===== src/rtl/uart_tx_irq.sv =====
// ---------------------------------------------------------------------------
// uart_tx_irq
//   Byte-wide UART transmitter (8N1, LSB first) with a small write FIFO fed
//   by the CPU store path. It raises a sticky, level frame-complete interrupt
//   that the register file mirrors into $k1[0] (uart_send cause).
//
//   Optional feature macro: UART_TX_PARITY_EN
//     defined   -> even parity bit inserted between the data bits and the stop bit
//                  (11 bit times per frame)
//     undefined -> strict 8N1 framing, no parity logic at all
//
// Parameters
//   CLK_DIV  clk cycles per bit (2..65535)
//   FIFO_AW  FIFO address width, depth = 2**FIFO_AW
//
// Ports
//   clk      in   system clock, rising edge
//   reset    in   asynchronous, active-low reset
//   wr_en    in   write strobe; pushes wr_data when full==0
//   wr_data  in   byte to transmit
//   irq_ack  in   one-cycle pulse that clears irq
//   tx       out  serial line, idle high (registered)
//   busy     out  frame on the line or FIFO non-empty
//   full     out  FIFO full; writes are dropped while high
//   irq      out  frame-complete interrupt, sticky until acknowledged
// ---------------------------------------------------------------------------
module uart_tx_irq #(
    parameter int unsigned CLK_DIV = 5208,
    parameter int unsigned FIFO_AW = 2
) (
    input  logic       clk,
    input  logic       reset,
    input  logic       wr_en,
    input  logic [7:0] wr_data,
    input  logic       irq_ack,
    output logic       tx,
    output logic       busy,
    output logic       full,
    output logic       irq
);

    localparam int unsigned          DEPTH     = 1 << FIFO_AW;
    localparam logic [FIFO_AW:0]     PTR_ONE   = {{FIFO_AW{1'b0}}, 1'b1};
    localparam logic [FIFO_AW:0]     FULL_CNT  = {1'b1, {FIFO_AW{1'b0}}};
    localparam logic [15:0]          BAUD_LAST = 16'(CLK_DIV - 1);

    typedef enum logic [2:0] {
        IDLE   = 3'd0,
        START  = 3'd1,
        DATA   = 3'd2,
`ifdef UART_TX_PARITY_EN
        PARITY = 3'd3,
`endif
        STOP   = 3'd4
    } state_t;

    state_t            state_q, state_d;
    logic [FIFO_AW:0]  wptr_q, wptr_d, rptr_q, rptr_d;
    logic [7:0]        mem_q [DEPTH];
    logic [15:0]       baud_cnt_q, baud_cnt_d;
    logic [2:0]        bit_cnt_q, bit_cnt_d;
    logic [7:0]        shreg_q, shreg_d;
    logic              tx_q, tx_d;
    logic              irq_q, irq_d;
`ifdef UART_TX_PARITY_EN
    logic              parity_q, parity_d;
`endif

    logic [FIFO_AW:0]  fifo_cnt;
    logic              empty, push, pop, baud_end, frame_done;

    // Flags come from registered pointers only, so busy/full never depend
    // combinationally on wr_en.
    assign fifo_cnt   = wptr_q - rptr_q;
    assign empty      = (wptr_q == rptr_q);
    assign full       = (fifo_cnt == FULL_CNT);
    // A push is refused while full, even if a pop frees a slot this cycle.
    assign push       = wr_en & ~full;
    assign pop        = (state_q == IDLE) & ~empty;
    assign baud_end   = (baud_cnt_q == BAUD_LAST);
    assign frame_done = (state_q == STOP) & baud_end;

    // ---------------- FSM: state register ----------------
    // NOTE: sequential state uses non-blocking assignments so every register
    // samples pre-edge values regardless of block ordering.
    always_ff @(posedge clk or negedge reset) begin
        if (!reset) state_q <= IDLE;
        else        state_q <= state_d;
    end

    // ---------------- FSM: next state ----------------
    // NOTE: every combinational output gets a default first, so no path
    // leaves it unassigned and no latch is inferred.
    always_comb begin
        state_d = state_q;
        case (state_q)
            IDLE:  if (!empty) state_d = START;
            START: if (baud_end) state_d = DATA;
`ifdef UART_TX_PARITY_EN
            DATA:   if (baud_end && bit_cnt_q == 3'd7) state_d = PARITY;
            PARITY: if (baud_end) state_d = STOP;
`else
            DATA:  if (baud_end && bit_cnt_q == 3'd7) state_d = STOP;
`endif
            STOP:  if (baud_end) state_d = IDLE;
            default: state_d = IDLE;
        endcase
    end

    // ---------------- FSM: outputs ----------------
    // tx is registered from the current state, which puts the start bit on
    // the line one cycle after the pop and keeps the pin glitch-free.
    always_comb begin
        tx_d = 1'b1;
        case (state_q)
            START:  tx_d = 1'b0;
            DATA:   tx_d = shreg_q[0];
`ifdef UART_TX_PARITY_EN
            PARITY: tx_d = parity_q;
`endif
            default: tx_d = 1'b1;
        endcase
    end

    assign busy = (state_q != IDLE) | ~empty;
    assign tx   = tx_q;
    assign irq  = irq_q;

    // ---------------- datapath next state ----------------
    always_comb begin
        wptr_d     = push ? wptr_q + PTR_ONE : wptr_q;
        rptr_d     = pop  ? rptr_q + PTR_ONE : rptr_q;
        baud_cnt_d = baud_cnt_q;
        bit_cnt_d  = bit_cnt_q;
        shreg_d    = shreg_q;
`ifdef UART_TX_PARITY_EN
        parity_d   = parity_q;
`endif
        if (state_q == IDLE) begin
            baud_cnt_d = '0;
            if (pop) begin
                shreg_d  = mem_q[rptr_q[FIFO_AW-1:0]];
`ifdef UART_TX_PARITY_EN
                parity_d = ^mem_q[rptr_q[FIFO_AW-1:0]];
`endif
            end
        end else begin
            baud_cnt_d = baud_end ? 16'd0 : baud_cnt_q + 16'd1;
        end
        if (state_q == START && baud_end) bit_cnt_d = 3'd0;
        if (state_q == DATA && baud_end) begin
            shreg_d   = {1'b0, shreg_q[7:1]};
            bit_cnt_d = bit_cnt_q + 3'd1;
        end
        // Set wins over a simultaneous acknowledge.
        irq_d = frame_done | (irq_q & ~irq_ack);
    end

    always_ff @(posedge clk or negedge reset) begin
        if (!reset) begin
            wptr_q     <= '0;
            rptr_q     <= '0;
            baud_cnt_q <= '0;
            bit_cnt_q  <= '0;
            shreg_q    <= '0;
            tx_q       <= 1'b1;
            irq_q      <= 1'b0;
`ifdef UART_TX_PARITY_EN
            parity_q   <= 1'b0;
`endif
        end else begin
            wptr_q     <= wptr_d;
            rptr_q     <= rptr_d;
            baud_cnt_q <= baud_cnt_d;
            bit_cnt_q  <= bit_cnt_d;
            shreg_q    <= shreg_d;
            tx_q       <= tx_d;
            irq_q      <= irq_d;
`ifdef UART_TX_PARITY_EN
            parity_q   <= parity_d;
`endif
        end
    end

    // NOTE: FIFO storage has no reset; the pointers define which entries are
    // valid, so clearing the array would only cost reset fan-out.
    always_ff @(posedge clk) begin
        if (push) mem_q[wptr_q[FIFO_AW-1:0]] <= wr_data;
    end

endmodule


===== config.mk =====
export PLATFORM = sky130hd
export DESIGN_NAME = uart_tx_irq
export DESIGN_NICKNAME = d
export VERILOG_FILES = /design/src/rtl/uart_tx_irq.sv
export SDC_FILE = /design/constraint.sdc
export NUM_CORES = 1
export LEC_CHECK = 0
export ABC_AREA = 1
export CAP_MARGIN = 10
export CORE_MARGIN = 5
export CORE_UTILIZATION = 50
export CTS_BUF_LIST = sky130_fd_sc_hd__clkbuf_4 sky130_fd_sc_hd__clkbuf_8 sky130_fd_sc_hd__clkbuf_16
export CTS_CLUSTER_DIAMETER = 100
export DETAILED_ROUTE_END_ITERATION = 10
export PLACE_DENSITY = 0.77
export SYNTH_ARGS = -nofsm -noshare
export SYNTH_HDL_FRONTEND = slang
export SYNTH_SLANG_ARGS = --single-unit

===== constraint.sdc =====
create_clock -name clk -period 3.75 [get_ports clk]
set_clock_uncertainty 0.2 [all_clocks]
set_input_delay 0.75 -clock clk [delete_from_list [all_inputs] [get_ports clk]]
set_output_delay 0.75 -clock clk [all_outputs]
set_load 0.02 [all_outputs]

[Word-level counts from Yosys, hierarchy flattened]
Memory sizes are Yosys's and may differ from the RTL's.
Index checks and enable logic that the tools add are counted.
Operators by class
  $add $sub $neg: 5
  multiply operators: 0
  divide/modulo/power cells: 0
  $lt $le $gt $ge: 0
  equality and inequality tests: 11
  shift-type cells: 0
  multiplexer cells: 15
  bitwise logic cells: 9
  reductions and logical operators: 10
Operators by type and width (count)
  2-to-1 mux 16 bit: 2
  2-to-1 mux 8 bit: 3
  2-to-1 mux 3 bit: 6
  adder 16 x 1 -> 16 bit, second input constant: 1
  == test 16 x 13 -> 1 bit, second input constant: 1
  one-hot mux 3 bit (4 select lines): 1
  adder 3 x 1 -> 3 bit, second input constant: 3
  == test 3 bit, second input constant: 3
  inequality test 2 bit, second input constant: 4
  nonzero test 2 bit: 3
  bitwise AND 1 bit: 4
  AND reduction 4 bit: 1
  == test 3 x 1 -> 1 bit, second input constant: 1
  == test 3 x 2 -> 1 bit, second input constant: 1
  == test 3 bit: 1
  logical AND 1 bit: 3
  zero test 3 bit: 1
  NOT 1 bit: 3
  nonzero test 3 bit: 1
  subtractor 3 bit: 1
  2-to-1 mux 1 bit: 2
  OR 1 bit: 2
  one-hot mux 1 bit (2 select lines): 1
  AND reduction 2 bit: 1
Storage, ports and cells
  flip-flop bits (word level): 38
  bits in latches: 0
  RAM bits: 32
  memory bits (read-only): 0
  input bits: 12
  output and inout bits: 4
  word-level logic and storage cells: 59
  memories: 1
Memories
  mem_q: words 4, width 8, rd ports 1, clocked after memory_dff 0, wr ports 1, RTL line 59  | logic [7:0] mem_q [DEPTH];

[Depth between registers and ports, before layout]
  depth after elaboration: 6
  gate-level depth with buffers: 10
  depth with buffers taken out: 10

[Worst setup path before layout]
Ideal clock, no wire load.
  path kind: reg2out
  start: reg rptr_q[1]
  end: out full
  arrival time: 1.462 ns
  required time: 2.800 ns
  setup slack: 1.338 ns
  cell stages (with the launch flop): 8
  buffers on the path: 0
  cell sequence: dfrtp_1 clkinv_1 ha_1 a21oi_1 inv_1 nand2_1 nand3_2 inv_1
Between the ends
  word-level cells in the longest chain between the ends: 2
Ends and longest elaborated chain
  start, declared: RTL line 58  | logic [FIFO_AW:0] wptr_q, wptr_d, rptr_q, rptr_d;
  start signal, assigned: RTL line 173  | rptr_q <= rptr_d;
  subtractor 3 bit: RTL line 74  | assign fifo_cnt = wptr_q - rptr_q;
  == test 3 bit: RTL line 76  | assign full = (fifo_cnt == FULL_CNT);
  end, declared: RTL line 38  | output logic full,
Every way passes these cells.

[Final worst setup path]
Ends and elaborated chain as after synthesis.

==> impl_metrics.yaml <==
hold_path:
  worstHoldPathType: "reg -> reg"
cells_and_area:
  final_area_um2: 3720
  nets: 397
  diodes: 0
  drive_gt1_share_pct: 8.95
  area_growth_pct: 12.4
setup_path:
  critPathCapture: "full"
  worstPathRequired_ns: 2.80
  critical_path.max_fanout: 10
  timing.rr.start: "rptr_q[1]$_DFFE_PN0P_"
  path_class: "reg -> out"
  rrSetupSlack_ns: 1.01
  startpoint_type: "flop"
  crit_arrival_ns: 2.56
  startpoint: "rptr_q[1]$_DFFE_PN0P_"
  cp-end-kind: "output pin"
  r2r_cells: 7
  timing.rr.end: "mem_q[0][1]$_DFFE_PP_"
timing:
  worst_slew_margin_rel_pct: 44.5
  drv_slew: 0
  rsz0062_at_grt: "false"
  fin_setup_tns_ns: 0
  fmax_ghz: 0.285
  min_period_over_period_pct: 93.7
  layout_setup_ws_ns: 0.238
  finalHoldViolations: 0
  setup-violations-final: 0
  tightest_slew_ns: 0.833
  finalCriticalPeriod_ns: 3.51
  whs_ns: 0.262
grt:
  grt.busiest_layer: "met2"
  grt_util_met1_pct: 22.2
  grt_pass1_vias: 2245
  grt_first_pass_wirelength_um: 10500
  overflow: 0
  grt_util_met2_pct: 23.4
  antenna_found_initial: 0
  globalRouteTotalUtil_pct: 15.8
  grt_max_degree: 39
  use_met3_pct: 5.12
floorplan:
  dieArea_um2: 8340
  start_util_pct: 51.8
  core_um2: 6390
  num_rows: 29
  io_pins: 16
  die_h_um: 91.3
  die_w_um: 91.3
drt:
  final_antenna_net_count: 0
  routed-via-count: 2414
  dr.first_iter.drc_count: 138
  drt-total-wl_um: 6240
  drcViolationCount: 0
  first_pass_iters: 4
  wl_per_cell_um: 13.7
  via_per_inst: 5.28
status:
  status: "completed"
logic_synthesis:
  ys.flop_type: "dfrtp_1"
  synthDistinctLibCells: 28
  synthesis.area_um2: 3310
  postSynthCellCount: 352
  synth.ff_latch_count: 70
  yosysTopAreaCell: "edfxtp_1"
  synth_edf_count: 32
  ys_seq_area_share_pct: 57.8
  synth_area_leaders: "edfxtp_1 29%, dfrtp_1 28%, nand2_1 7.8%, nor2_1 6.4%, nand3_1 5.4%"
  syn_nets: 374
  ys_warn_count: 0
  yosys.area.top_type_share_pct: 29.0
  async_flop_share_pct: 54.3
  syn_area_per_cell_um2: 9.40
place:
  dp_worst_setup_slack_ns: 0.575
  place.gp.congestion: 0.901
  dp_hpwl_um: 4540
  place_area_um2: 3530
  port_buffers: 15
clock_tree:
  cts_sinks: 70
  cts_buffer_depth: 2
  clockRootBuffer: "clkbuf_8"
  cts_hold_buffers: 0
  cts_setup_buffers: 0
  cts_buffers: 9
  path_clk_slew_ns: 0.08
  tritoncts: "built"
  insertion_delay_ns: 0.34
  h-tree-depth: 3
power_and_ir_drop:
  ir_drop_mv: 0.434
  powerDensity_nw_per_um2: 688
  p_total_mw: 2.56
  leakagePower_nw: 1.58
job:
  max-cap-violations: 0
## area by class of cell
| cell class | instances | area [µm²] |
|---|---|---|
| clock inverters | 7 | 61.3 |
| clock buffers | 9 | 124 |
| multi-input cells | 236 | 1210 |
| fillers | 547 | 2670 |
| repair buffers | 16 | 153 |
| flip-flops and latches | 70 | 1910 |
| inverters | 42 | 166 |
| well taps | 77 | 96.3 |
## critical path, cell delays in order, from the launching register on
cell and delay (ns):
dfrtp_1 0.52, clkinvlp_4 0.25, ha_1 0.34, a21oi_1 0.19
inv_1 0.06, nand2_1 0.06, nand3_2 0.11, inv_1 0.09
clkdlybuf4s50_1 0.60
## logic make-up (layout without fill, tap and decap cells)
kind of cell / count (synthesis) / in the layout / synth area share, %
flops: 70 / 70 / 57.8
compound gates: 34 / 34 / 5.56
simple gates: 183 / 183 / 24.7
buf+inv: 46 / 74 / 5.71
xor+xnor: 9 / 9 / 2.38
fa+ha+maj: 10 / 10 / 3.78
## cells in the mapped netlist (2+ instances only)
cell type  instances
o21ai_0           20
nor2_2             2
xor2_1             8
nor3_2             2
a21oi_1            3
nand3_2            2
dfrtp_1           37
buf_2              3
nor3_1             4
nor2_4             2
ha_1              10
nand2_1           69
nand2_2            2
nand3_1           36
o22ai_1            9
inv_2              2
nor2_1            56
edfxtp_1          32
inv_1             38
nand4_1            7
## how the worst min path moves through the flow
| stage | start | to | cells after the start |
|---|---|---|---|
| after floorplan | baud_cnt_q[0]$_DFF_PN0_ | baud_cnt_q[0]$_DFF_PN0_ | 1 |
| final | baud_cnt_q[0]$_DFF_PN0_ | baud_cnt_q[0]$_DFF_PN0_ | 1 |
| after global routing | baud_cnt_q[0]$_DFF_PN0_ | baud_cnt_q[0]$_DFF_PN0_ | 1 |
| after CTS | baud_cnt_q[0]$_DFF_PN0_ | baud_cnt_q[0]$_DFF_PN0_ | 1 |
| after global placement | baud_cnt_q[0]$_DFF_PN0_ | baud_cnt_q[0]$_DFF_PN0_ | 1 |
| after detailed placement | baud_cnt_q[0]$_DFF_PN0_ | baud_cnt_q[0]$_DFF_PN0_ | 1 |
## cell usage in the layout, fill, tap and decap left out, types with 3 or more instances in the layout
cell / instances
xor2_1: 8
nor3_1: 4
edfxtp_1: 32
nor2_1: 56
nand2_1: 69
o22ai_1: 9
dfrtp_1: 37
a21oi_1: 3
nand3_1: 36
o21ai_0: 20
inv_1: 38
clkbuf_8: 9
nand4_1: 7
ha_1: 10
clkinvlp_4: 3
inv_6: 3
clkdlybuf4s50_1: 14
## layer usage
metal	up-vias	routed length, µm
li1	1213	-
met1	1136	3050
met2	61	2850
met3	4	289
met4	0	51
met5	-	0
## flip-flops by register name, indices dropped and copies added (netlist names)
register    count
bit_cnt_q       3
baud_cnt_q     16
state_q         3
rptr_q          3
irq             1
wptr_q          3
shreg_q         8
tx              1
mem_q          32
## metrics by stage
step / std cells / utilization (%)
2_1_floorplan: 352 / -
3_3_place_gp: 441 / 55.3
3_5_place_dp: 441 / 55.3
4_1_cts: 457 / 58.2
5_1_grt: 457 / 58.2
6_report: 457 / 58.2
## power breakdown
group | total, mW | switching [mW] | leakage, nW | internal (mW)
logic | 0.840 | 0.532 | 0.704 | 0.308
registers | 1.15 | 0.139 | 0.789 | 1.01
clock network | 0.568 | 0.316 | 0.0888 | 0.252
total | 2.56 | 0.987 | 1.58 | 1.57
## repair_timing
action / CTS / global route
endpoints found under the hold margin: 0 / 0
resized for setup: 0 / 1
endpoints found under the setup margin: 0 / 1
Power figures use the tool's default switching activity.
